[src/rtl/ecall_io_sequencer.sv]
// rtl/ecall_io_sequencer.sv - ecall I/O handshake: button sync/debounce, prompt LEDs, switch capture, continue pulse
module ecall_io_sequencer #(
    parameter int DEBOUNCE_CYCLES = 230000,
    parameter int SYNC_STAGES     = 2
) (
    input  logic        clk,
    input  logic        reset,
    input  logic        ecall_req,
    input  logic [1:0]  ecall_type,
    input  logic        button_raw,
    input  logic [15:0] switch_raw,
    input  logic [2:0]  test_raw,
    output logic        continue_pulse,
    output logic [31:0] io_value,
    output logic        io_write,
    output logic        prompt_input_led,
    output logic        prompt_case_led,
    output logic        exit_led,
    output logic        busy
);

    localparam int CW = $clog2(DEBOUNCE_CYCLES) + 1;
    localparam logic [CW-1:0] CNT_MAX = CW'(DEBOUNCE_CYCLES - 1);

    localparam logic [1:0] IDLE       = 2'd0;
    localparam logic [1:0] WAIT_PRESS = 2'd1;
    localparam logic [1:0] DRAIN      = 2'd2;
    localparam logic [1:0] EXITED     = 2'd3;

    localparam logic [1:0] T_SWITCH  = 2'b00;
    localparam logic [1:0] T_CASE    = 2'b01;
    localparam logic [1:0] T_EXIT    = 2'b11;

    logic [SYNC_STAGES-1:0] sync_q;
    logic                   btn_s;
    logic [CW-1:0]          db_cnt;
    logic                   db_level;
    logic                   db_prev;
    logic                   press;
    logic [1:0]             state;
    logic [1:0]             cur_type;

    assign btn_s = sync_q[SYNC_STAGES-1];

    always_ff @(posedge clk) begin
        if (reset) begin
            sync_q   <= '0;
            db_cnt   <= '0;
            db_level <= 1'b0;
            db_prev  <= 1'b0;
            press    <= 1'b0;
        end else begin
            sync_q  <= {sync_q[SYNC_STAGES-2:0], button_raw};
            db_prev <= db_level;
            // press fires one edge after db_level rises
            press   <= db_level & ~db_prev;
            if (btn_s != db_level) begin
                if (db_cnt == CNT_MAX) begin
                    db_level <= ~db_level;
                    db_cnt   <= '0;
                end else begin
                    db_cnt <= db_cnt + 1'b1;
                end
            end else begin
                db_cnt <= '0;
            end
        end
    end

    always_ff @(posedge clk) begin
        if (reset) begin
            state          <= IDLE;
            cur_type       <= 2'b00;
            continue_pulse <= 1'b0;
            io_write       <= 1'b0;
            io_value       <= 32'h0;
        end else begin
            continue_pulse <= 1'b0;
            io_write       <= 1'b0;
            case (state)
                IDLE: begin
                    if (ecall_req) begin
                        if (ecall_type == T_EXIT) begin
                            state <= EXITED;
                        end else begin
                            state    <= WAIT_PRESS;
                            cur_type <= ecall_type;
                        end
                    end
                end
                WAIT_PRESS: begin
                    // an aborted ecall returns silently, even if a press lands in the same cycle
                    if (!ecall_req) begin
                        state <= IDLE;
                    end else if (press) begin
                        continue_pulse <= 1'b1;
                        state          <= DRAIN;
                        if (cur_type == T_SWITCH) begin
                            io_value <= {16'h0, switch_raw};
                            io_write <= 1'b1;
                        end else if (cur_type == T_CASE) begin
                            io_value <= {29'h0, test_raw};
                            io_write <= 1'b1;
                        end
                    end
                end
                DRAIN: begin
                    if (!ecall_req) begin
                        state <= IDLE;
                    end
                end
                default: begin
                    state <= EXITED;
                end
            endcase
        end
    end

    assign prompt_input_led = (state == WAIT_PRESS) && (cur_type == T_SWITCH);
    assign prompt_case_led  = (state == WAIT_PRESS) && (cur_type == T_CASE);
    assign exit_led         = (state == EXITED);
    assign busy             = (state != IDLE);

endmodule

[config.mk]
export PLATFORM = sky130hd
export DESIGN_NAME = ecall_io_sequencer
export DESIGN_NICKNAME = d
export VERILOG_FILES = /design/src/rtl/ecall_io_sequencer.sv
export SDC_FILE = /design/constraint.sdc
export NUM_CORES = 1
export LEC_CHECK = 0
export CELL_PAD_IN_SITES_DETAIL_PLACEMENT = 2
export CELL_PAD_IN_SITES_GLOBAL_PLACEMENT = 2
export CORE_ASPECT_RATIO = 0.75
export CORE_MARGIN = 3
export CORE_UTILIZATION = 24
export DETAILED_ROUTE_END_ITERATION = 12
export PLACE_DENSITY = 0.84
export SLEW_MARGIN = 20
export SYNTH_ARGS = -nofsm -noshare
export SYNTH_HDL_FRONTEND = slang
export SYNTH_SLANG_ARGS = --single-unit
[constraint.sdc]
create_clock -name clk -period 1.8 [get_ports clk]
set_input_delay 0.27 -clock clk [delete_from_list [all_inputs] [get_ports clk]]
set_output_delay 0.27 -clock clk [all_outputs]
set_load 0.05 [all_outputs]
# [Yosys cells after proc, flatten, opt, wreduce, memory -nomap -nowiden]
# Index checks and enable logic that the tools add are counted.
[totals] word_cells=53 inputBits=25 output_inout_bits=38 reg_bits=62
[op_classes] n_addsub=1 mux=11 bitwise=8 n_eq_ne=10 n_reduce_logical=13
[ops] operator="32-bit 2-to-1 mux" count=2
[ops] operator="19-bit by 1-bit adder with 19-bit output (second input constant)" count=1
[ops] operator="19-bit by 18-bit equality test with 1-bit output (second input constant)" count=1
[ops] operator="2-bit 2-to-1 mux" count=5
[ops] operator="1-bit inverter" count=7
[ops] operator="2-bit equality test (second input constant)" count=3
[ops] operator="2-bit case mux with 3 select lines" count=1
[ops] operator="3-bit AND reduction" count=2
[ops] operator="3-bit OR reduction" count=2
[ops] operator="2-bit by 1-bit equality test with 1-bit output (second input constant)" count=2
[ops] operator="2-bit logical NOT" count=2
[ops] operator="2-bit != test (second input constant)" count=2
[ops] operator="4-bit AND reduction" count=1
[ops] operator="2-bit nonzero test" count=2
[ops] operator="4-bit OR reduction" count=1
[ops] operator="1-bit 2-to-1 mux" count=3
[ops] operator="3-bit != test (second input constant)" count=1
[ops] operator="1-bit logical AND" count=2
[ops] operator="2-bit AND reduction" count=1
[ops] operator="1-bit bitwise AND" count=1
[ops] operator="1-bit != test" count=1

# [Longest topological paths before layout]
[depth] depth_word=4 mapped_depth=8 mapped_depth_nobuf=6

# [Worst setup path before layout]
# OpenSTA, ideal clock, no wires.
[synth_timing] path_kind="register to register" startpoint="reg db_cnt[12]" endpoint="reg db_cnt[14]" path_stages_with_launch=6 setup_slack_ns=-0.113 setup_ns=0.115 synth_period_minus_slack_ns=1.913 n_path_buf=1 required_ns=1.685 t_arrival_ns=1.798 path_cell_list="dfxtp_1 > or4_1 > or4_4 > o21ai_2 > buf_4 > nor2_1"
[synth_between] elab_chain_cells=2 elab_cells_between_ends=3 classes_between="1 x add/sub; 1 x eq/ne; 1 x reduce/logical"
[synth_lines] element="start: declaration" line="36" source="logic [CW-1:0] db_cnt;"
[synth_lines] element="start signal: assignment" line="62" source="db_cnt <= db_cnt + 1'b1;"
[synth_lines] element="parallel branches: the longest is 2 deep, another holds 19-bit by 1-bit adder with 19-bit output"
# Parallel ways; which one is timed is not known.
# A chain may end at the register's enable or synchronous reset.

# [Worst setup path in the final report]
[layout_timing] startpoint="reg db_cnt[12]" endpoint="reg db_level"
[layout_between] elab_chain_cells=2
[layout_lines] element="19-bit by 18-bit equality test with 1-bit output" line="58" source="if (db_cnt == CNT_MAX) begin"
[layout_lines] element="2-bit AND reduction (no line)"
[layout_lines] element="end signal: assignment" line="59" source="db_level <= ~db_level;"
[layout_lines] element="end: declaration" line="37" source="logic db_level;"
# No other way between the ends.

==> results.toml <==
[outcome]
status = "finished, violations left"
failed_checks = "setup timing"

[critical_path]
crit_arrival_ns = 2.20
crit_required_ns = 2.04
slowest_stage = "or4b_4"
startpoint = "db_cnt[12]"
cp_top_family = "simple AND/OR/NAND/NOR gates"
cp-end-kind = "flip-flop"
crit_fanout = 3
cp.depth = 4
crit_path_max_incr_delay_ns = 0.54
crit_buf_inv = 0
cp-start-kind = "flip-flop"
crit_type = "reg -> reg"
r2r_slack_ns = -0.16
crit_chain = "or4_1, or4_4, or4b_4, o21ai_2"
r2r-start = "db_cnt[12]"
r2r_cells = 4
rr_endpoint = "db_level"
endpoint = "db_level"

[die]
pin_count = 63
row_count = 28
core_um2 = 7988
die_height_um = 84.87
fp.dieW_um = 111.2
dieArea_um2 = 9434
initial_core_util_pct = 24.92

[yosys]
synthDistinctLibCells = 36
async_flop_share_pct = 0
ys_seq_area_share_pct = 46.26
synthCells = 224
synth_ff_type = "dfxtp_1"
syn_area_um2 = 1991
ys_ff_latch = 46
avgSynthCellArea_um2 = 8.887
synth_edf_count = 0
yosys_warnings = 0

[clock_tree]
cts_setup_buffers = 0
clkTransAtPathRegs_ns = 0.09
cts_root_buf = "clkbuf_8"
cts_hold_buffers = 0
cts_sinks = 46
clk_latency_ns = 0.31
numCtsBuffers = 5
h-tree-depth = 2
cts_tree = "built"
cts_buffer_depth = 2

[global_route]
grt_pass1_wl_um = 9114
grt_pass1_vias = 1902
grt_max_degree = 26
antenna_found_initial = 0
grt_use_total_pct = 11.97
grt.overflow.total = 0

[drt]
antenna_left = 0
vias = 1787
drtIter0Drc = 72
drc = 0
drt-pass1-iter-count = 4
wl_per_cell_um = 14.42
wirelength_um = 5724
via_per_inst = 4.501

[final_layout]
area_delta_synth_final_pct = 42.55
drive_above_1_share_pct = 16.10
final_nets = 321
post-route-util_pct = 35.53
antenna_cells = 0

[sta]
fin_skew_ns = 0.009876
setup_tns_ns = -0.1672
hold_violations = 0
rsz0062_at_grt = "true"
slew_violations = 0
setup_slack_ns = -0.1648
fin_crit_sh_pct = 109.2
setup_viol = 2
max-slew-margin-rel_pct = 64.64
period_needed_ns = 1.965
tightest_slew_ns = 0.5287
maxClockFrequency_ghz = 0.5090

[placed_design]
routabilityCongestion = 0.8219
dpl.hpwl_um = 4417
io_buffers = 46

[pwr]
p_leak_uw = 0.001077
ir_drop_mv = 0.6476
powerDensity_nw_per_um2 = 821.0

[hold_path]
hp-class = "reg -> reg"

[job]
drv_cap = 0
## cell usage after synthesis (2+ instances only)
library cell   n  area [µm²]
or3_1          3       18.77
xnor2_1       11       96.34
nor3_1         5       25.02
or4b_1         2       20.02
nor4_1         6       37.54
nor2b_1        2       12.51
nand4_1        6       37.54
nand3_1        7       35.03
nor2_1        43       161.4
nand2b_1       2       12.51
xor2_1         5       43.79
a22oi_1       13       97.59
buf_4         17       127.6
a21oi_1        6       30.03
dfxtp_1       46       920.9
ha_1           5       62.56
or2_2          2       12.51
inv_1          8       30.03
nand2_1        9       33.78
or4_1          2       15.01
clkbuf_1       7       26.28
o221ai_1       3       26.28
## timing repair
item,CTS,global route
setup endpoints to repair,1,34
pin swaps,0,0
gates cloned,0,1
resized for setup,4,7
## cells in the final DEF, fill, tap and decap left out, types with 2 or more instances in the layout
| cell type | netlist | final |
|---|---|---|
| a21oi_1 | 6 | 6 |
| a22oi_1 | 13 | 13 |
| buf_12 | 0 | 4 |
| buf_4 | 17 | 23 |
| clkbuf_8 | 0 | 5 |
| clkdlybuf4s50_1 | 0 | 38 |
| conb_1 | 1 | 16 |
| dfxtp_1 | 46 | 45 |
| dlymetal6s2s_1 | 0 | 3 |
| ha_1 | 5 | 4 |
| inv_1 | 8 | 8 |
| nand2_1 | 9 | 9 |
| nand2b_1 | 2 | 2 |
| nand3_1 | 7 | 7 |
| nand4_1 | 6 | 6 |
| nor2_1 | 43 | 43 |
| nor2b_1 | 2 | 2 |
| nor3_1 | 5 | 4 |
| nor4_1 | 6 | 5 |
| o221ai_1 | 3 | 3 |
| or3_1 | 3 | 2 |
| or4_1 | 2 | 2 |
| xnor2_1 | 11 | 11 |
| xor2_1 | 5 | 5 |
## worst min path at each step
stage                 end  cells after the start  slack, ns  startpoint
floorplan           press                      1       0.37     db_prev
global placement    press                      1       0.37     db_prev
detailed placement  press                      1       0.39     db_prev
CTS                 press                      1       0.40     db_prev
global route        press                      1       0.41     db_prev
finish              press                      1       0.40     db_prev
## layer usage
layer / vias up / wire length, µm / track usage [%]
li1: 875 / - / -
met1: 861 / 2591 / 14.87
met2: 46 / 2793 / 20.58
met3: 5 / 280 / 3.065
met4: 0 / 59 / 3.646
met5: - / 0 / 0
## logic make-up (layout without fill, tap and decap cells)
kind of cell / after synthesis / in the layout / synth area share (%)
flops: 46 / 46 / 46.26
buf+inv: 32 / 85 / 9.240
mux: 1 / 1 / 0.5028
fa+ha+maj: 5 / 5 / 3.143
compound gates: 28 / 28 / 9.931
xor+xnor: 16 / 16 / 7.039
other cells: 1 / 16 / 0.1884
simple gates: 95 / 95 / 23.70
## metrics by stage
stage	total power [µW]	hold WS, ns	instances	instance area [µm²]	worst slack (ns)
6_report	2330	0.3953	397	2838	-0.1648
5_1_grt	2465	0.4116	397	2838	-0.2226
4_1_cts	2373	0.4025	396	2803	-0.1792
3_5_place_dp	1700	0.3887	388	2696	-0.2165
3_3_place_gp	1677	0.3736	388	2696	-0.1066
2_1_floorplan	1479	0.3682	239	2059	-0.09768
## state kept, by name, summed over array words and instances, names as in the netlist
| name | count |
|---|---|
| continue_pulse | 1 |
| db_prev | 1 |
| db_cnt | 19 |
| sync_q | 2 |
| io_value | 16 |
| state | 2 |
| press | 1 |
| db_level | 1 |
| cur_type | 2 |
| io_write | 1 |
## report_power, final
part           internal [µW]  leakage (µW)  switching [µW]
logic                    240      0.000660             346
clock network            281     0.0000447             377
registers               1050      0.000372            37.9
total                   1570       0.00108             762
## worst register-to-register path: stages, from the launching register on
cell and delay, ns:
dfxtp_2 0.32, or4_1 0.51, or4_4 0.46, or4b_4 0.54, o21ai_2 0.07
## final cells by class
type	count	area [µm²]
inverter	8	30.03
clock buffer	5	68.82
multi-input combinational	161	978.4
sequential	46	922.1
clock inverter	3	25.02
timing repair buffer	69	681.9
fill	913	5150
tap	105	131.4
Power figures use the tool's default switching activity.
